--- config.mk ---
export PLATFORM = sky130hd
export DESIGN_NAME = cpu_fetch_unit
export DESIGN_NICKNAME = d
export VERILOG_FILES = /design/src/rtl/rm_pkg.sv /design/src/rtl/sat_counter16.sv /design/src/rtl/cpu_fetch_unit.sv
export SDC_FILE = /design/constraint.sdc
export NUM_CORES = 1
export LEC_CHECK = 0
export CORE_ASPECT_RATIO = 0.6
export CORE_MARGIN = 2
export CORE_UTILIZATION = 35
export DETAILED_ROUTE_END_ITERATION = 10
export DONT_BUFFER_PORTS = 1
export SLEW_MARGIN = 20
export SYNTH_ARGS = -nofsm -noshare
export SYNTH_HDL_FRONTEND = slang
export SYNTH_HIERARCHICAL = 1
export SYNTH_SLANG_ARGS = --single-unit
--- constraint.sdc ---
create_clock -name clk -period 2.3 [get_ports clk]
set_input_delay 0.345 -clock clk [delete_from_list [all_inputs] [get_ports clk]]
set_output_delay 0.345 -clock clk [all_outputs]
set_load 0.02 [all_outputs]
--- src/rtl/rm_pkg.sv ---
// rtl/rm_pkg.sv - shared types and constants for the simple RISC machine
package rm_pkg;

    localparam int ADDR_W_DEF     = 9;
    localparam int DATA_W_DEF     = 16;
    localparam int LEDR_BREAK_BIT = 8;

    // Opcode field is ir[15:13]
    localparam logic [2:0] OPC_BRANCH = 3'b001;
    localparam logic [2:0] OPC_BL     = 3'b010;
    localparam logic [2:0] OPC_LDR    = 3'b011;
    localparam logic [2:0] OPC_STR    = 3'b100;
    localparam logic [2:0] OPC_ALU    = 3'b101;
    localparam logic [2:0] OPC_MOV    = 3'b110;
    localparam logic [2:0] OPC_HALT   = 3'b111;

    typedef enum logic [2:0] {
        IDLE,
        IF1,
        IF2,
        VALID,
        HALT
    } fetch_state_t;

    typedef enum logic [2:0] {
        CTRL_WAIT,
        CTRL_DECODE,
        CTRL_EXEC,
        CTRL_MEM,
        CTRL_WB
    } ctrl_state_t;

endpackage

--- src/rtl/sat_counter16.sv ---
// rtl/sat_counter16.sv - 16-bit up counter that sticks at its maximum value
module sat_counter16 (
    input  logic        clk,
    input  logic        reset_n,
    input  logic        en,
    output logic [15:0] count
);

    always_ff @(posedge clk or negedge reset_n) begin
        if (!reset_n) begin
            count <= '0;
        end else if (en && (count != 16'hFFFF)) begin
            count <= count + 16'd1;
        end
    end

endmodule

--- src/rtl/cpu_fetch_unit.sv ---
// rtl/cpu_fetch_unit.sv - instruction fetch stage: PC, RAM read, IR capture, redirect and HALT
module cpu_fetch_unit
    import rm_pkg::*;
#(
    parameter int                ADDR_W   = ADDR_W_DEF,
    parameter int                DATA_W   = DATA_W_DEF,
    parameter logic [ADDR_W-1:0] RESET_PC = '0,
    parameter logic [2:0]        HALT_OPC = OPC_HALT
) (
    input  logic              clk,
    input  logic              reset_n,
    input  logic              fetch_req,
    input  logic              mem_busy,
    input  logic [DATA_W-1:0] mem_rdata,
    input  logic              redirect_valid,
    input  logic [ADDR_W-1:0] redirect_pc,
    input  logic              instr_ack,
    output logic [ADDR_W-1:0] mem_addr,
    output logic              mem_read,
    output logic [DATA_W-1:0] ir,
    output logic              instr_valid,
    output logic [ADDR_W-1:0] pc,
    output logic [ADDR_W-1:0] pc_link,
    output logic              halted,
    output logic [15:0]       fetch_count
);

    fetch_state_t      state;
    fetch_state_t      state_next;
    logic [ADDR_W-1:0] addr_hold;
    logic [ADDR_W-1:0] pc_inc;
    logic              capture;

    assign pc_inc  = pc + ADDR_W'(1);
    assign capture = (state == IF2);

    always_ff @(posedge clk or negedge reset_n) begin
        if (!reset_n) begin
            state <= IDLE;
        end else begin
            state <= state_next;
        end
    end

    always_comb begin
        state_next = state;
        case (state)
            IDLE:    if (!redirect_valid && fetch_req && !halted) state_next = IF1;
            IF1: begin
                if (redirect_valid)  state_next = IDLE;
                else if (!mem_busy)  state_next = IF2;
            end
            IF2:     state_next = VALID;
            VALID:   if (instr_ack) state_next = halted ? HALT : IDLE;
            HALT:    state_next = HALT;
            default: state_next = IDLE;
        endcase
    end

    // Outside IF1 the address bus keeps the last fetch address so the RAM mux sees no glitch.
    always_comb begin
        mem_read    = 1'b0;
        instr_valid = 1'b0;
        mem_addr    = addr_hold;
        case (state)
            IF1: begin
                mem_addr = pc;
                mem_read = !mem_busy && !redirect_valid;
            end
            VALID:   instr_valid = 1'b1;
            default: ;
        endcase
    end

    always_ff @(posedge clk or negedge reset_n) begin
        if (!reset_n) begin
            pc        <= RESET_PC;
            ir        <= '0;
            pc_link   <= '0;
            halted    <= 1'b0;
            addr_hold <= '0;
        end else begin
            if (state == IF1) begin
                addr_hold <= pc;
            end
            case (state)
                IDLE, IF1, VALID: begin
                    if (redirect_valid) pc <= redirect_pc;
                end
                IF2: begin
                    ir      <= mem_rdata;
                    pc_link <= pc_inc;
                    pc      <= pc_inc;
                    if (mem_rdata[DATA_W-1 -: 3] == HALT_OPC) halted <= 1'b1;
                end
                default: ;
            endcase
        end
    end

    sat_counter16 u_fetch_count (
        .clk     (clk),
        .reset_n (reset_n),
        .en      (capture),
        .count   (fetch_count)
    );

endmodule

* Word-level counts from Yosys, hierarchy flattened
Index checks and enable logic that the tools add are counted.
W data, S select, Z words.
** Word-level totals
- Register bits after elaboration :: 63
- Output and inout port bits :: 62
- Word-level logic and storage cells :: 43
** Cells by class
- Add/subtract/negate cells :: 2
- Equality and inequality tests :: 10
- Multiplexer cells :: 11
- Reductions and logical operators :: 13
** Operators with widths (number)
- $mux W9 :: 2
- $pmux W9 S2 :: 1
- $add A16 B1 Y16 const B :: 1
- $ne A16 B16 Y1 const B :: 1
- $mux W3 :: 5
- $pmux W3 S5 :: 1
- $add A9 B1 Y9 const B :: 1
- $eq A3 B2 Y1 const B :: 2
- $eq A3 B3 Y1 const B :: 2
- $ne A2 B2 Y1 const B :: 3
- $logic_and A1 B1 Y1 :: 4
- $reduce_and A2 Y1 :: 2
- $eq A3 B1 Y1 const B :: 1
- $logic_not A1 Y1 :: 3
- $logic_not A3 Y1 :: 1
- $ne A3 B3 Y1 const B :: 1
- $reduce_and A3 Y1 :: 1
- $reduce_or A3 Y1 :: 1
- $mux W1 :: 2
- $reduce_bool A2 Y1 :: 1

* Logic depth before layout (Yosys ltp)
- Depth in word-level cells :: 5
- Mapped depth :: 8
- Mapped depth without buffers :: 6

* Cells and area by module
Netlist, hierarchy kept.
** By module, submodules not included
- cpu_fetch_unit :: instances 1, cells an instance 207, area an instance 2102.0 sq um
- sat_counter16 :: instances 1, cells an instance 72, area an instance 859.6 sq um

* Least setup slack after synthesis
Ideal clock, no wire load.
- Path kind :: flip-flop to flip-flop
- Start :: reg state[2]
- End :: reg u_fetch_count.count[5]
- Library setup time :: 119 ps
- Arrival time :: 1925 ps
- Data required time :: 2181 ps
- Slack :: 256 ps
- Stages on the path, launching flop included :: 9
- Path buffers :: 2
- Cell sequence :: dfrtp_1 > or3b_1 > buf_6 > clkinv_2 > buf_2 > and3_1 > and4_2 > o211ai_1 > o21a_1
** On the way
- Cells in the longest elaborated chain, start to end :: 2
** RTL lines
- start, declared :: RTL line cpu_fetch_unit.sv:28 : fetch_state_t state;
- start signal, assigned :: RTL line cpu_fetch_unit.sv:41 : state <= state_next;
- $eq A3 B2 Y1 :: RTL line cpu_fetch_unit.sv:35 : assign capture = (state == IF2);
- via capture :: RTL line cpu_fetch_unit.sv:32 : logic capture;
- $logic_and A1 B1 Y1 :: RTL line sat_counter16.sv:12 : end else if (en && (count != 16'hFFFF)) begin
- end signal, assigned :: RTL line sat_counter16.sv:13 : count <= count + 16'd1;
- end, declared :: RTL line sat_counter16.sv:6 : output logic [15:0] count
The timed path passes the listed nets, and every way through them passes these cells.
A chain may end at the register's enable or synchronous reset.

* Worst setup path in the final report
- Start :: reg state[2]
- End :: reg u_fetch_count.count[7]
** On the way
- Cells in the longest elaborated chain, start to end :: 2
** RTL lines (RTL line)
- $eq A3 B2 Y1 :: cpu_fetch_unit.sv:35
- $logic_and A1 B1 Y1 :: sat_counter16.sv:12
Every way passes these cells.

==> out/metrics.csv <==
metric,value,unit
run status,"finished, final reports clean",
crit end category,flop,
final setup fails,0,
Final Cell Area,0.00346,mm^2
Post-route DRC,0,
Max stage delay on crit path,0.52,ns
WP data arrival,2.36,ns
"Slowest-stage cell, CP",or3b_2,
Final Max Slew Viols,0,
post-synth top area share,0.532,
Leakage,1.54,nW
syn_area_per_cell,10.6,um^2
Vias/cell,5.32,
"area leader, netlist",dfrtp_1,
final hold vios,0,
CP startpoint kind,flop,
crit-path leading delay family,simple AND/OR/NAND/NOR gates,
CP Buf/Inv Count,1,
ANT nets after route,0,
WL/cell,17.6,um
setup TNS,0,ns
"EDFF count, synth",0,
Post-Syn Nets,312,
CTS sink cnt,63,
Synth Register Bits,63,
Cell variety after synth,54,
Placed Area,0.00310,mm^2
Initial Utilization,0.368,
Synth Cell Area,0.00296,mm^2
Pwr Density,1540,mW/mm^2
Critical Path Fanout Max,12,
latest clock arrival within the worst-skew pair,0.33,ns
total core area,0.00804,mm^2
Root Buffer,clkbuf_16,
Critical Path RT,2.55,ns
final total power,5.33,mW
yosys warns,6,
CTS resizes,0,
gr usage total,0.167,
Synth Instances,279,
met2 usage,0.230,
CP Cell Sequence,or3b_2 -> clkinv_2 -> and3_1 -> and4_2 -> a31oi_1 -> a31oi_1,
RSZ-0062 raised after global routing,false,
H-tree depth,3,
drt initial violations,171,
HPWL Detailed,4930,um
die outline area,0.00924,mm^2
part of the cycle the worst path needs,0.919,
FP Rows,25,
MaxCap Viol Count,0,
initial antenna violation count,0,
met3 Track Usage GR,0.0788,
vias,2149,
DRT Pass-1 Iters,4,
nets@finish,324,
clk_skew,0.00622,ns
area delta synth->final,16.8,%
worst vdd ir,773,uV
"commonest non-fill, non-tap cell in the layout",nand2_1,
Clock transition at path regs,0.06,ns
"top cells by area, synth","dfrtp_1 53%, nand2_1 8.9%, mux2_2 3.4%, xnor2_1 3.3%, o21ai_0 2.0%",
Rel. slew slack,0.587,
die width,123,um
final WL,7110,um
number of buffers created by CTS,9,
M1 GR Usage,0.230,
fmax,473,MHz
CTS tree,built,
sequential area share after synthesis,0.532,
hold crit path type,primary input to flop,
post-route minimum period,2.11,ns
vias in the first global route,2047,
most used flip-flop cell after synthesis,dfrtp_1,
total gr overflow,0,
Max Buffers Root-to-Sink,2,
PortBufs,0,
most frequent cells in the layout,"70 x nand2_1, 63 x dfrtp_1, 12 x o21ai_0, 11 x xnor2_1, 11 x a21oi_1",
I/O pins,93,
largest net degree at the start of global routing,64,
first-pass GRT wire length,11200,um
Post-synth ARST share,1.00,
WS Path Type,flop to flop,
ratio of cells with drive above 1 in the final layout,0.182,
critical path's most frequent cell,a31oi_1,
Diodes inserted,0,
Final Wtd Congestion,0.816,
Vert. Die Dim,75.3,um
Worst-Margin Slew,0.618,ns
GR peak layer,met1,
worst reg2reg max path, stage by stage, from the launching register on:
cell	delay [ns]
dfrtp_1	0.46
or3b_2	0.52
clkinv_2	0.19
and3_1	0.32
and4_2	0.29
a31oi_1	0.09
a31oi_1	0.16
cell usage after synthesis, types with 5 or more instances:
cell type  number
nor2_1          6
dfrtp_1        63
o21a_1          5
a21oi_1        11
o21ai_1         6
nand4_1         8
nand3_1         8
buf_2           5
xnor2_1        11
mux2_2          9
o21ai_0        12
nand2_1        70
cells by family after synthesis:
| family | synth area share |
|---|---|
| simple gates | 0.228 |
| flops | 0.532 |
| compound gates | 0.115 |
| xor+xnor | 0.0414 |
| mux | 0.0482 |
| buf+inv | 0.0270 |
| fa+ha+maj | 0.00845 |
cell type report:
cell class                      count  area (um^2)
Clock buffer                       11          243
Inverter                            2         8.76
Tap cell                          108          135
Fill cell                         776         4580
Sequential cell                    63         1580
Multi-Input combinational cell    204         1310
Clock inverter                      5         81.3
Timing Repair Buffer               11          105
power breakdown:
part	switching (mW)	internal (mW)
combinational	0.964	0.573
sequential	0.789	1.54
clock	0.486	0.977
metal layers:
| layer | part of all wire | up-vias |
|---|---|---|
| li1 | - | 1013 |
| met1 | 0.46 | 1043 |
| met2 | 0.42 | 87 |
| met3 | 0.11 | 6 |
| met4 | 0.0098 | 0 |
| met5 | 0 | - |
flip-flops by register name (all words and copies together) (netlist names):
name                 count
state                    3
pc                       9
pc_link                  9
u_fetch_count/count     16
ir                      16
addr_hold                9
halted                   1
path summary, 6_finish.rpt:
path / startpoint / to / slack (ns) / cells past startpoint
setup reg to reg: state[2]$_DFFE_PN0P_ / u_fetch_count/count[7]$_DFFE_PN0P_ / 0.19 / 6
max in group asynchronous: reset_n / ir[6]$_DFFE_PN0P_ / 1.43 / 2
hold / removal: mem_rdata[7] / ir[7]$_DFFE_PN0P_ / 0.13 / 2
setup / recovery: state[2]$_DFFE_PN0P_ / u_fetch_count/count[7]$_DFFE_PN0P_ / 0.19 / 6
min in group asynchronous: reset_n / u_fetch_count/count[1]$_DFFE_PN0P_ / 0.59 / 2
hold reg to reg: addr_hold[5]$_DFF_PN0_ / addr_hold[5]$_DFF_PN0_ / 0.58 / 1
metrics by stage:
step	cells	worst slack (ns)	hold WS, ns	utilization
floorplan	279	0.256	0.0494	-
global placement	386	0.311	0.0505	0.385
detailed placement	386	0.202	0.0506	0.385
CTS	404	0.187	0.109	0.430
global route	404	0.0319	0.120	0.430
finish	404	0.186	0.127	0.430
timing repair:
action                                 in CTS  in global routing
setup buffers                               0                  0
endpoints found under the hold margin      63                  0
hold buffers                                2                  0
Power figures use the tool's default switching activity.
